`src/rtl/zorro_dma_arbiter.sv`:
```
// Zorro II bus-master arbiter: registers slot requests and runs the BR/BG/BGACK handshake.
// Define ZORRO_ARB_ROUND_ROBIN_EN for rotating slot priority; otherwise slot 1 always wins.
module zorro_dma_arbiter #(
    parameter int unsigned GRANT_TIMEOUT = 15
) (
    input  logic       C7M,
    input  logic       RESET,
    input  logic [5:1] BR,
    input  logic       BGn,
    input  logic       BGACKn,
    input  logic       ASn,
    output logic       BRn,
    output logic [5:1] BG,
    output logic [2:0] OWNER,
    output logic       GRANT_TO
);

`ifdef ZORRO_ARB_ROUND_ROBIN_EN
    localparam bit ROUND_ROBIN = 1'b1;
`else
    localparam bit ROUND_ROBIN = 1'b0;
`endif

    localparam int unsigned        TIMER_W    = $clog2(GRANT_TIMEOUT + 1);
    localparam logic [TIMER_W-1:0] TIMER_LAST = TIMER_W'(GRANT_TIMEOUT - 1);
    localparam logic [TIMER_W-1:0] TIMER_MAX  = '1;

    typedef enum logic [2:0] {
        S_IDLE,
        S_REQ,
        S_ARB,
        S_GRANT,
        S_OWNED,
        S_RELEASE
    } state_t;

    state_t             state_q;
    logic [5:1]         sbr_q;
    logic               sbgn_q;
    logic               sbgackn_q;
    logic               sasn_q;
    logic               brn_q;
    logic [5:1]         bg_q;
    logic [2:0]         owner_q;
    logic               grant_to_q;
    logic [TIMER_W-1:0] timer_q;
    logic [2:0]         last_q;
    logic [2:0]         win_q;

    logic               win_found_d;
    logic [2:0]         win_d;
    logic [2:0]         cand;

    // Walk the five slots starting after the last owner, wrapping 5 -> 1.
    always_comb begin
        win_found_d = 1'b0;
        win_d       = 3'd0;
        cand        = last_q;
        for (int k = 0; k < 5; k++) begin
            cand = (cand == 3'd5) ? 3'd1 : cand + 3'd1;
            if (!win_found_d && !sbr_q[cand]) begin
                win_found_d = 1'b1;
                win_d       = cand;
            end
        end
    end

    always_ff @(posedge C7M) begin
        if (RESET) begin
            sbr_q      <= 5'b11111;
            sbgn_q     <= 1'b1;
            sbgackn_q  <= 1'b1;
            sasn_q     <= 1'b1;
            state_q    <= S_IDLE;
            brn_q      <= 1'b1;
            bg_q       <= 5'b11111;
            owner_q    <= 3'd0;
            grant_to_q <= 1'b0;
            timer_q    <= '0;
            last_q     <= 3'd5;
            win_q      <= 3'd0;
        end else begin
            sbr_q      <= BR;
            sbgn_q     <= BGn;
            sbgackn_q  <= BGACKn;
            sasn_q     <= ASn;
            grant_to_q <= 1'b0;
            case (state_q)
                S_IDLE: begin
                    brn_q   <= 1'b1;
                    bg_q    <= 5'b11111;
                    owner_q <= 3'd0;
                    if (sbr_q != 5'b11111) begin
                        state_q <= S_REQ;
                        brn_q   <= 1'b0;
                    end
                end
                S_REQ: begin
                    if (sbr_q == 5'b11111) begin
                        state_q <= S_RELEASE;
                        brn_q   <= 1'b1;
                    end else if (!sbgn_q) begin
                        state_q <= S_ARB;
                    end
                end
                S_ARB: begin
                    if (!win_found_d) begin
                        state_q <= S_RELEASE;
                        brn_q   <= 1'b1;
                    end else if (sasn_q && sbgackn_q) begin
                        // Previous bus cycle has fully finished; safe to hand out BG.
                        state_q     <= S_GRANT;
                        bg_q        <= 5'b11111;
                        bg_q[win_d] <= 1'b0;
                        timer_q     <= '0;
                        win_q       <= win_d;
                    end
                end
                S_GRANT: begin
                    if (timer_q != TIMER_MAX) begin
                        timer_q <= timer_q + 1'b1;
                    end
                    if (!sbgackn_q) begin
                        state_q <= S_OWNED;
                        bg_q    <= 5'b11111;
                        brn_q   <= 1'b1;
                        owner_q <= win_q;
                        if (ROUND_ROBIN) begin
                            last_q <= win_q;
                        end
                    end else if (sbr_q[win_q]) begin
                        state_q <= S_RELEASE;
                        bg_q    <= 5'b11111;
                        brn_q   <= 1'b1;
                    end else if (timer_q == TIMER_LAST) begin
                        state_q    <= S_RELEASE;
                        bg_q       <= 5'b11111;
                        brn_q      <= 1'b1;
                        grant_to_q <= 1'b1;
                        if (ROUND_ROBIN) begin
                            last_q <= win_q;
                        end
                    end
                end
                S_OWNED: begin
                    if (sbgackn_q) begin
                        state_q <= S_IDLE;
                        owner_q <= 3'd0;
                    end
                end
                S_RELEASE: begin
                    state_q <= S_IDLE;
                end
                default: begin
                    state_q <= S_IDLE;
                    brn_q   <= 1'b1;
                    bg_q    <= 5'b11111;
                    owner_q <= 3'd0;
                end
            endcase
        end
    end

    assign BRn      = brn_q;
    assign BG       = bg_q;
    assign OWNER    = owner_q;
    assign GRANT_TO = grant_to_q;

endmodule
```
`config.mk`:
```
export PLATFORM = sky130hd
export DESIGN_NAME = zorro_dma_arbiter
export DESIGN_NICKNAME = d
export VERILOG_FILES = /design/src/rtl/zorro_dma_arbiter.sv
export SDC_FILE = /design/constraint.sdc
export NUM_CORES = 1
export LEC_CHECK = 0
export BUFFER_PORTS_ARGS = -buffer_cell sky130_fd_sc_hd__buf_2
export CAP_MARGIN = 20
export CORE_AREA = 8 8 60 62
export DETAILED_ROUTE_END_ITERATION = 10
export DIE_AREA = 0 0 68 70
export GPL_ROUTABILITY_DRIVEN = 1
export GPL_TIMING_DRIVEN = 0
export PLACE_DENSITY = 0.83
export SLEW_MARGIN = 10
export SYNTH_ARGS = -nofsm -noshare
export SYNTH_HDL_FRONTEND = slang
export SYNTH_SLANG_ARGS = --single-unit
export TNS_END_PERCENT = 10
```
`constraint.sdc`:
```
create_clock -name C7M -period 2.1 [get_ports C7M]
set_input_delay 0.42 -clock C7M [delete_from_list [all_inputs] [get_ports C7M]]
set_output_delay 0.42 -clock C7M [all_outputs]
set_load 0.01 [all_outputs]
```
==> results of run 1 <==
==> state kept, by name, indices dropped and copies added (netlist names) <==
name	count
win_q	3
state_q	3
OWNER	3
timer_q	4
sbgackn_q	1
GRANT_TO	1
BG	5
sbgn_q	1
sbr_q	5
BRn	1
sasn_q	1
==> metrics by stage <==
stage          hold slack [ps]  worst slack [ps]  utilization (%)
3_5_place_dp               483               453             58.0
3_3_place_gp               471               512             58.0
2_1_floorplan              462               625                -
4_1_cts                    245               414             60.0
6_report                   250               383             60.0
5_1_grt                    235               276             60.0
==> worst max path at each step <==
stage / startpoint / endpoint / slack [ps] / cells past startpoint
final: timer_q[0] / state_q[2] / 380 / 7
after global routing: sbgackn_q / BG[4] / 280 / 5
after CTS: timer_q[0] / state_q[2] / 410 / 7
after detailed placement: timer_q[0] / state_q[2] / 450 / 7
after global placement: timer_q[0] / state_q[2] / 510 / 7
after floorplan: timer_q[0] / state_q[2] / 620 / 7
==> power by group <==
group	total [mW]	internal [mW]	switching [mW]	leakage, nW
Clock	0.353	0.193	0.160	0.0279
Combinational	0.569	0.239	0.330	0.416
Sequential	0.634	0.579	0.0542	0.229
Total	1.56	1.01	0.544	0.673
==> logic make-up (layout without fill, tap and decap cells) <==
logic type,Yosys count,after routing
compound gates,27,27
mux,11,11
simple gates,76,76
buf+inv,9,32
flops,28,28
fa+ha+maj,3,3
xor+xnor,3,3
==> metal layers <==
metal	global-route usage (%)	wire, um	up-vias
met1	16.0	1290	557
met4	4.78	29	0
met3	2.07	120	4
li1	-	-	589
met5	0	0	-
met2	21.4	1430	43
==> worst max-delay path, stage by stage, from the launching register on <==
cell and delay [ps]:
dfxtp_1 410, inv_1 80, ha_1 200, nand3_1 130, nand3_2 110, a31oi_4 310, a2111oi_4 90, a32o_1 270
==> layout make-up <==
type	count	share of cell area, %
timing repair buffer	19	5.95
tap	31	2.43
multi-input combinational	120	51.1
sequential	28	35.1
inverter	4	0.940
buffer	5	1.25
clock inverter	1	1.88
clock buffer	3	1.41
==> Yosys cell counts, types with 2 or more instances <==
library cell	n
nand3_2	2
mux2i_1	11
clkbuf_1	4
a21oi_1	4
nor2b_1	4
inv_1	4
and2_1	5
nand3b_1	2
o211ai_1	4
o21ai_0	5
nor3_1	4
a21oi_2	2
xor2_1	3
nor2_1	23
and3b_1	2
ha_1	2
o21ai_2	2
nand4_1	2
nand3_1	6
nand2_1	11
dfxtp_1	28
or2_2	8
==> reports/metrics.cfg, run 1 <==
[outcome]
status=completed

[finish]
final_area_um2=1600
regArea_um2=561
layout-drive-gt1-share_pct=25.6
final_cell_mix=dfxtp_1, nor2_1, buf_2, nand2_1, mux2i_1
fillers=230
fin_cells=211
diodes=0
final_common_cell=dfxtp_1
nets=193
multi_input_area_um2=816
synthToLayoutAreaGrowth_pct=13.2

[cts]
cts_root_buf=clkbuf_4
holdBufCountCts=0
numClockSinks=28
cts_buffers=3
clock_latency_ps=330
htree_levels=1
cts_tree=done
clk_pin_slew_worst_paths_ps=160
cts_buffer_depth=2
cts_resized=0
post_cts_buffers=0

[grt]
grt_max_degree=17
grt_pass1_wl_um=5150
antenna_found_initial=0
grt_use_total_pct=12.9
gr-total-overflow=0
first_global_vias=1212

[drt]
drc_errors=0
vias_per_cell=5.65
wl_um=2870
ant_nets=0
via_count=1193
post_drt_wl_per_cell_um=13.6
drt-initial-drc-count=26
dr.pass1.iters=4

[worst_setup_path]
cp-end-kind=flip-flop
arrival_ps=1950
cp-start-kind=flip-flop
reg2reg_to=state_q[2]
worst-r2r-setup-slack_ps=380
crit_fanout=5
worst-r2r-cell-count=7
critPathRequiredTime_ps=2330
critPathKind=reg -> reg
crit-reg2reg-launch=timer_q[0]

[yosys]
synth_mux_area_share_pct=7.80
syn-cell-area_um2=1410
mappedNetlistNets=169
synth_top_family_by_area=simple AND/OR/NAND/NOR gates
synth_edf_count=0
avgSynthCellArea_um2=8.99
synth_xor_area_share_pct=1.86
yosys-top-cells-area=dfxtp_1, mux2i_1, nor2_1, or2_2, nand2_1
synthFlopType=dfxtp_1
async_flop_share_pct=0
synth-simple-area-share_pct=29.3
ys_ff_latch=28
synth_top_area_share_pct=39.7
synth_top_cell_by_area=dfxtp_1
synthCells=157
synth.distinct_cells=41
yosys_warnings=0
ys_seq_area_share_pct=39.7
synth-compound-area-share_pct=16.4
synthAdderAreaFrac_pct=2.48

[timing]
tightest_slew_ps=534
max_freq_mhz=582
setup-tns-final_ps=0
maxSlewHeadroom_pct=64.1
setup_viol=0
fin_skew_ps=19.5
maxSlewViolCount=0
period_share_pct=81.8
rsz0062_at_grt=false
finalCriticalPeriod_ps=1720
final-hold-violation-count=0

[power]
power_density_nw_per_um2=973
p_leak_nw=0.673
power.total_mw=1.56
peakVddDrop_mv=0.683

[hold_path]
min-delay-start=BR[3]
hold_path.class=in -> reg
hold_path_depth=2
hold_end=sbr_q[3]

[floorplan]
die-area_um2=4760
die_w_um=68
rows=19
core_um2=2660
top_level_ports=20
start_util_pct=53.0
die_h_um=70

[flow_run]
cap_violations=0

[placed_design]
placedInstanceArea_um2=1550
place_inst=207
gp_congestion=0.886
portBuffers=19
dpl.hpwl_um=2170

(Power assumes the default switching activity.)
==> run 2: changes to the inputs <==
clock period = 1.7 ns   (was 2.1 ns; I/O delays follow)
==> run 2 against run 1 <==
Net effect: sequential cell count is the same; combinational power is 32% higher; cell area rose by 2.0%; die area unchanged; first-iteration DRC count up 62%; critical endpoint is now state_q[1].
==> reports/metrics.cfg, run 2 (synthesis results as in run 1) <==
[grt]
first_global_vias=1212  ; unchanged
grt_max_degree=17  ; unchanged
antenna_found_initial=0  ; unchanged
grt_use_total_pct=12.9  ; unchanged
grt_pass1_wl_um=5150  ; unchanged
gr-total-overflow=0  ; unchanged

[finish]
final_cell_mix=dfxtp_1, nor2_1, buf_2, nand2_1, mux2i_1
layout-drive-gt1-share_pct=29.7  ; +4.1 points
diodes=0  ; unchanged
fillers=222  ; -3.5%
nets=195  ; +1.0%
final_common_cell=dfxtp_1
synthToLayoutAreaGrowth_pct=15.5

[power]
power.total_mw=1.97  ; +27%
power_density_nw_per_um2=1210  ; +24%
p_leak_nw=0.688  ; +2.2%
peakVddDrop_mv=0.820  ; +20%

[worst_setup_path]
path_delay_family=flip-flops
path_cells=and3b_2, nand3_2, a31oi_4, buf_4, o41ai_1
critPathKind=reg -> reg
cp_slowest_cell=dfxtp_1
cp-start-kind=flip-flop
crit_buf_inv=1  ; unchanged
critPathRequiredTime_ps=1920  ; -410 ps
slowest_delay_ps=510  ; +100 ps
arrival_ps=1800  ; -150 ps
cp-end-kind=flip-flop
crit_fanout=7  ; +2

[placed_design]
place_ws_ps=53.3  ; -400 ps
dpl.hpwl_um=2170  ; unchanged
gp_congestion=0.886  ; unchanged
portBuffers=19  ; unchanged

[timing]
final-hold-violation-count=0  ; unchanged
max_freq_mhz=632  ; +8.5%
maxSlewViolCount=0  ; unchanged
setup_viol=0  ; unchanged
setup-tns-final_ps=0  ; unchanged
fin_skew_ps=18.2  ; -1.30 ps
tightest_slew_ps=453  ; -80.5 ps
maxSlewHeadroom_pct=69.8  ; +5.6 points
fin_ws_ps=118  ; -265 ps
period_share_pct=93.1  ; +11 points
finalCriticalPeriod_ps=1580  ; -135 ps

[floorplan]
start_util_pct=53.0  ; unchanged
die-area_um2=4760  ; unchanged
rows=19  ; unchanged
top_level_ports=20  ; unchanged
die_h_um=70  ; unchanged
core_um2=2660  ; unchanged
die_w_um=68  ; unchanged

[drt]
post_drt_wl_per_cell_um=13.5  ; -0.63%
via_count=1187  ; -0.50%
vias_per_cell=5.57  ; -1.4%
drt-initial-drc-count=42  ; +62%
wl_um=2880  ; +0.31%
ant_nets=0  ; unchanged
drc_errors=0  ; unchanged
dr.pass1.iters=4  ; unchanged

[cts]
clk_pin_slew_worst_paths_ps=160  ; about the same
cts_buffers=3  ; unchanged
clock_latency_ps=330  ; about the same
cts_root_buf=clkbuf_4
cts_buffer_depth=2  ; unchanged
numClockSinks=28  ; unchanged
cts_tree=done
htree_levels=1  ; unchanged

[flow_run]
cap_violations=0  ; unchanged

[hold_path]
hold_path.class=in -> reg

[outcome]
status=completed

==> run 2: changes by cell type in the layout (fill, tap and decap cells not counted) <==
| cell | before | now |
|---|---|---|
| clkbuf_1 | 4 | 3 |
| nor3_1 | 4 | 3 |
| buf_4 | 0 | 3 |
| dfxtp_2 | 0 | 3 |
| dfxtp_1 | 28 | 25 |
| nand3_2 | 2 | 3 |
| nand3_1 | 6 | 5 |
| clkbuf_2 | 0 | 1 |
| buf_2 | 20 | 19 |
| nor3_2 | 0 | 1 |
==> run 2: routing by layer <==
| metal | vias to the layer above | wire length, um | track usage, % |
|---|---|---|---|
| met5 | - | 0 | 0 |
| met4 | 0 | 32 | 4.78 |
| met3 | 6 | 84 | 2.07 |
| met2 | 34 | 1450 | 21.4 |
| met1 | 551 | 1310 | 16.0 |
| li1 | 596 | - | - |
==> run 2: final timing paths <==
path / slack, ps / depth (start not counted) / start / end
max: 120 / 5 / state_q[2] / state_q[1]
min: 170 / 2 / BR[3] / sbr_q[3]
max reg2reg: 120 / 5 / state_q[2] / state_q[1]
min reg2reg: 500 / 2 / timer_q[0] / timer_q[0]
==> run 2: report_power, final <==
group          total [mW]  switching [mW]  internal, mW
Clock               0.437           0.198         0.239
Combinational       0.749           0.417         0.332
Sequential          0.789          0.0688         0.720
Total                1.97           0.684          1.29
==> run 2: stage by stage <==
| stage | hold slack (ps) | cell area (um2) | utilization, % | instances |
|---|---|---|---|---|
| 2_1_floorplan | 444 | 1410 | - | 157 |
| 3_3_place_gp | 471 | 1550 | 58.0 | 207 |
| 3_5_place_dp | 483 | 1550 | 58.0 | 207 |
| 4_1_cts | 165 | 1600 | 60.0 | 211 |
| 5_1_grt | 155 | 1630 | 61.2 | 213 |
| 6_report | 170 | 1630 | 61.2 | 213 |
==> run 2: repair_timing <==
item                                    4_1_cts  5_1_grt
buffers inserted                              0        2
hold buffers                                  0        0
gates resized for setup                       0        9
endpoints found under the setup margin        0        6
==> run 2: area by class of cell <==
cell class | count | area, um2 | area share (%)
Sequential cell | 28 | 564 | 34.6
Tap cell | 31 | 38.8 | 2.38
Clock inverter | 1 | 30.0 | 1.84
Timing Repair Buffer | 21 | 110 | 6.75
Inverter | 4 | 15.0 | 0.921
Multi-Input combinational cell | 120 | 826 | 50.7
Clock buffer | 3 | 22.5 | 1.38
Buffer | 5 | 23.8 | 1.46
==> run 2: worst register-to-register path, stage by stage, from the launching register on <==
cell,delay (ps)
dfxtp_1,510
and3b_2,280
nand3_2,100
a31oi_4,60
buf_4,180
o41ai_1,360
==> run 3: changes to the inputs <==
SETUP_SLACK_MARGIN = 0.2   (was unset)
==> run 3 against run 2 <==
Net effect: critical endpoint is now state_q[0]; sequential power up 2.5%; combinational power grew 25%; die area unchanged; final cell count up 6.1%; highest routed layer unchanged; cell area is 12% higher; clock power grew 2%; first-iteration DRC count rose by 57%.
==> reports/metrics.cfg, run 3 (synthesis results as in run 1) <==
[grt]
first_global_vias=1288  ; +6.3%
grt_max_degree=17  ; unchanged
gr-total-overflow=0  ; unchanged
antenna_found_initial=0  ; unchanged
grt_pass1_wl_um=5690  ; +11%
grt_use_total_pct=14.4  ; +1.5 points

[hold_path]
hold_path_depth=2  ; unchanged
hold_end=sbr_q[3]
hold_path.class=in -> reg
min-delay-start=BR[3]

[worst_setup_path]
critPathRequiredTime_ps=1960  ; +40 ps
path_delay_family=simple AND/OR/NAND/NOR gates
worst-r2r-cell-count=5  ; unchanged
cp_slowest_cell=dfxtp_2
critPathKind=reg -> reg
slowest_delay_ps=410  ; -100 ps
arrival_ps=1780  ; -20 ps
cp-start-kind=flip-flop
crit_fanout=7  ; unchanged
crit-reg2reg-launch=sbr_q[1]
cp-end-kind=flip-flop
path_cells=and3_4, and2_4, a211oi_4, a2111oi_4, mux2i_1
reg2reg_to=state_q[0]
crit_buf_inv=0  ; -1
worst-r2r-setup-slack_ps=190  ; +70 ps

[timing]
fin_skew_ps=15.9  ; -2.25 ps
period_share_pct=89.0  ; -4.1 points
final-hold-violation-count=0  ; unchanged
maxSlewViolCount=0  ; unchanged
setup-tns-final_ps=0  ; unchanged
maxSlewHeadroom_pct=68.5  ; -1.3 points
finalCriticalPeriod_ps=1510  ; -70.0 ps
rsz0062_at_grt=true
max_freq_mhz=661  ; +4.6%
setup_viol=0  ; unchanged
tightest_slew_ps=473  ; +19.7 ps

[outcome]
status=completed

[drt]
vias_per_cell=5.81  ; +4.3%
dr.pass1.iters=4  ; unchanged
drt-initial-drc-count=66  ; +57%
ant_nets=0  ; unchanged
drc_errors=0  ; unchanged
post_drt_wl_per_cell_um=15.9  ; +17%
wl_um=3590  ; +25%
via_count=1313  ; +11%

[power]
peakVddDrop_mv=0.935  ; +14%
power.total_mw=2.19  ; +11%
p_leak_nw=0.771  ; +12%
power_density_nw_per_um2=1200  ; -0.95%

[cts]
clk_pin_slew_worst_paths_ps=160  ; about the same
cts_tree=done
cts_buffer_depth=2  ; unchanged
holdBufCountCts=0  ; unchanged
clock_latency_ps=340  ; about the same
htree_levels=1  ; unchanged
cts_root_buf=clkbuf_4
cts_buffers=3  ; unchanged
numClockSinks=28  ; unchanged

[floorplan]
start_util_pct=53.0  ; unchanged
top_level_ports=20  ; unchanged
die_h_um=70  ; unchanged
die_w_um=68  ; unchanged
die-area_um2=4760  ; unchanged
rows=19  ; unchanged
core_um2=2660  ; unchanged

[placed_design]
gp_congestion=0.886  ; unchanged
portBuffers=19  ; unchanged
dpl.hpwl_um=2170  ; unchanged

[finish]
nets=208  ; +6.7%
layout-drive-gt1-share_pct=42.6  ; +13 points
diodes=0  ; unchanged
final_common_cell=nor2_1
synthToLayoutAreaGrowth_pct=29.3
final_cell_mix=nor2_1, buf_2, dfxtp_1, buf_4

[flow_run]
cap_violations=0  ; unchanged

run 3: cell count changes in the layout (fill, tap and decap cells not counted), moves of 3 or more:
cell,delta
dfxtp_4,+6
buf_4,+9
dfxtp_1,-9
buf_6,+3
dfxtp_2,+3
run 3: metal layers:
| layer | part of all wire, % | GRT usage [%] | up-vias |
|---|---|---|---|
| li1 | - | - | 621 |
| met1 | 40 | 17.6 | 609 |
| met2 | 53 | 24.5 | 71 |
| met3 | 5.2 | 2.07 | 12 |
| met4 | 2.3 | 4.78 | 0 |
| met5 | 0 | 0 | - |
run 3: where the power goes:
part | switching, mW | internal [mW] | total (mW) | leakage (nW)
registers | 0.0826 | 0.726 | 0.809 | 0.233
logic | 0.488 | 0.449 | 0.936 | 0.510
clock network | 0.206 | 0.239 | 0.445 | 0.0279
total | 0.776 | 1.41 | 2.19 | 0.771
run 3: repair_timing:
item                                    4_1_cts  5_1_grt
hold endpoints to repair                      0        0
pin swaps                                     5        7
endpoints found under the setup margin       12       16
gates cloned                                  0        1
buffers inserted                              8        6
gates resized for setup                      24       17
run 3: worst max path at each step:
stage | startpoint | cells past startpoint | slack [ps] | to
6_report | sbr_q[1] | 5 | 190 | state_q[0]
5_1_grt | timer_q[0] | 7 | 120 | timer_q[1]
4_1_cts | win_q[1] | 6 | 200 | BG[4]
3_5_place_dp | timer_q[0] | 7 | 50 | state_q[2]
3_3_place_gp | timer_q[0] | 7 | 110 | state_q[2]
2_1_floorplan | timer_q[0] | 7 | 220 | state_q[2]
run 3: through the flow:
| stage | area, um2 | setup WS, ps | hold slack [ps] | std cells | util, % |
|---|---|---|---|---|---|
| 3_5_place_dp | 1550 | 53.3 | 483 | 207 | 58.0 |
| 3_3_place_gp | 1550 | 112 | 471 | 207 | 58.0 |
| 5_1_grt | 1830 | 125 | 158 | 226 | 68.6 |
| 6_report | 1830 | 188 | 163 | 226 | 68.6 |
| 2_1_floorplan | 1410 | 225 | 444 | 157 | - |
| 4_1_cts | 1720 | 198 | 165 | 219 | 64.7 |
run 3: final cells by class:
class | count | area [um2]
clock inverters | 1 | 30.0
repair buffers | 34 | 213
plain buffers | 5 | 28.8
fillers | 189 | 837
flip-flops and latches | 28 | 591
well taps | 31 | 38.8
clock buffers | 3 | 22.5
multi-input cells | 120 | 887
inverters | 4 | 15.0
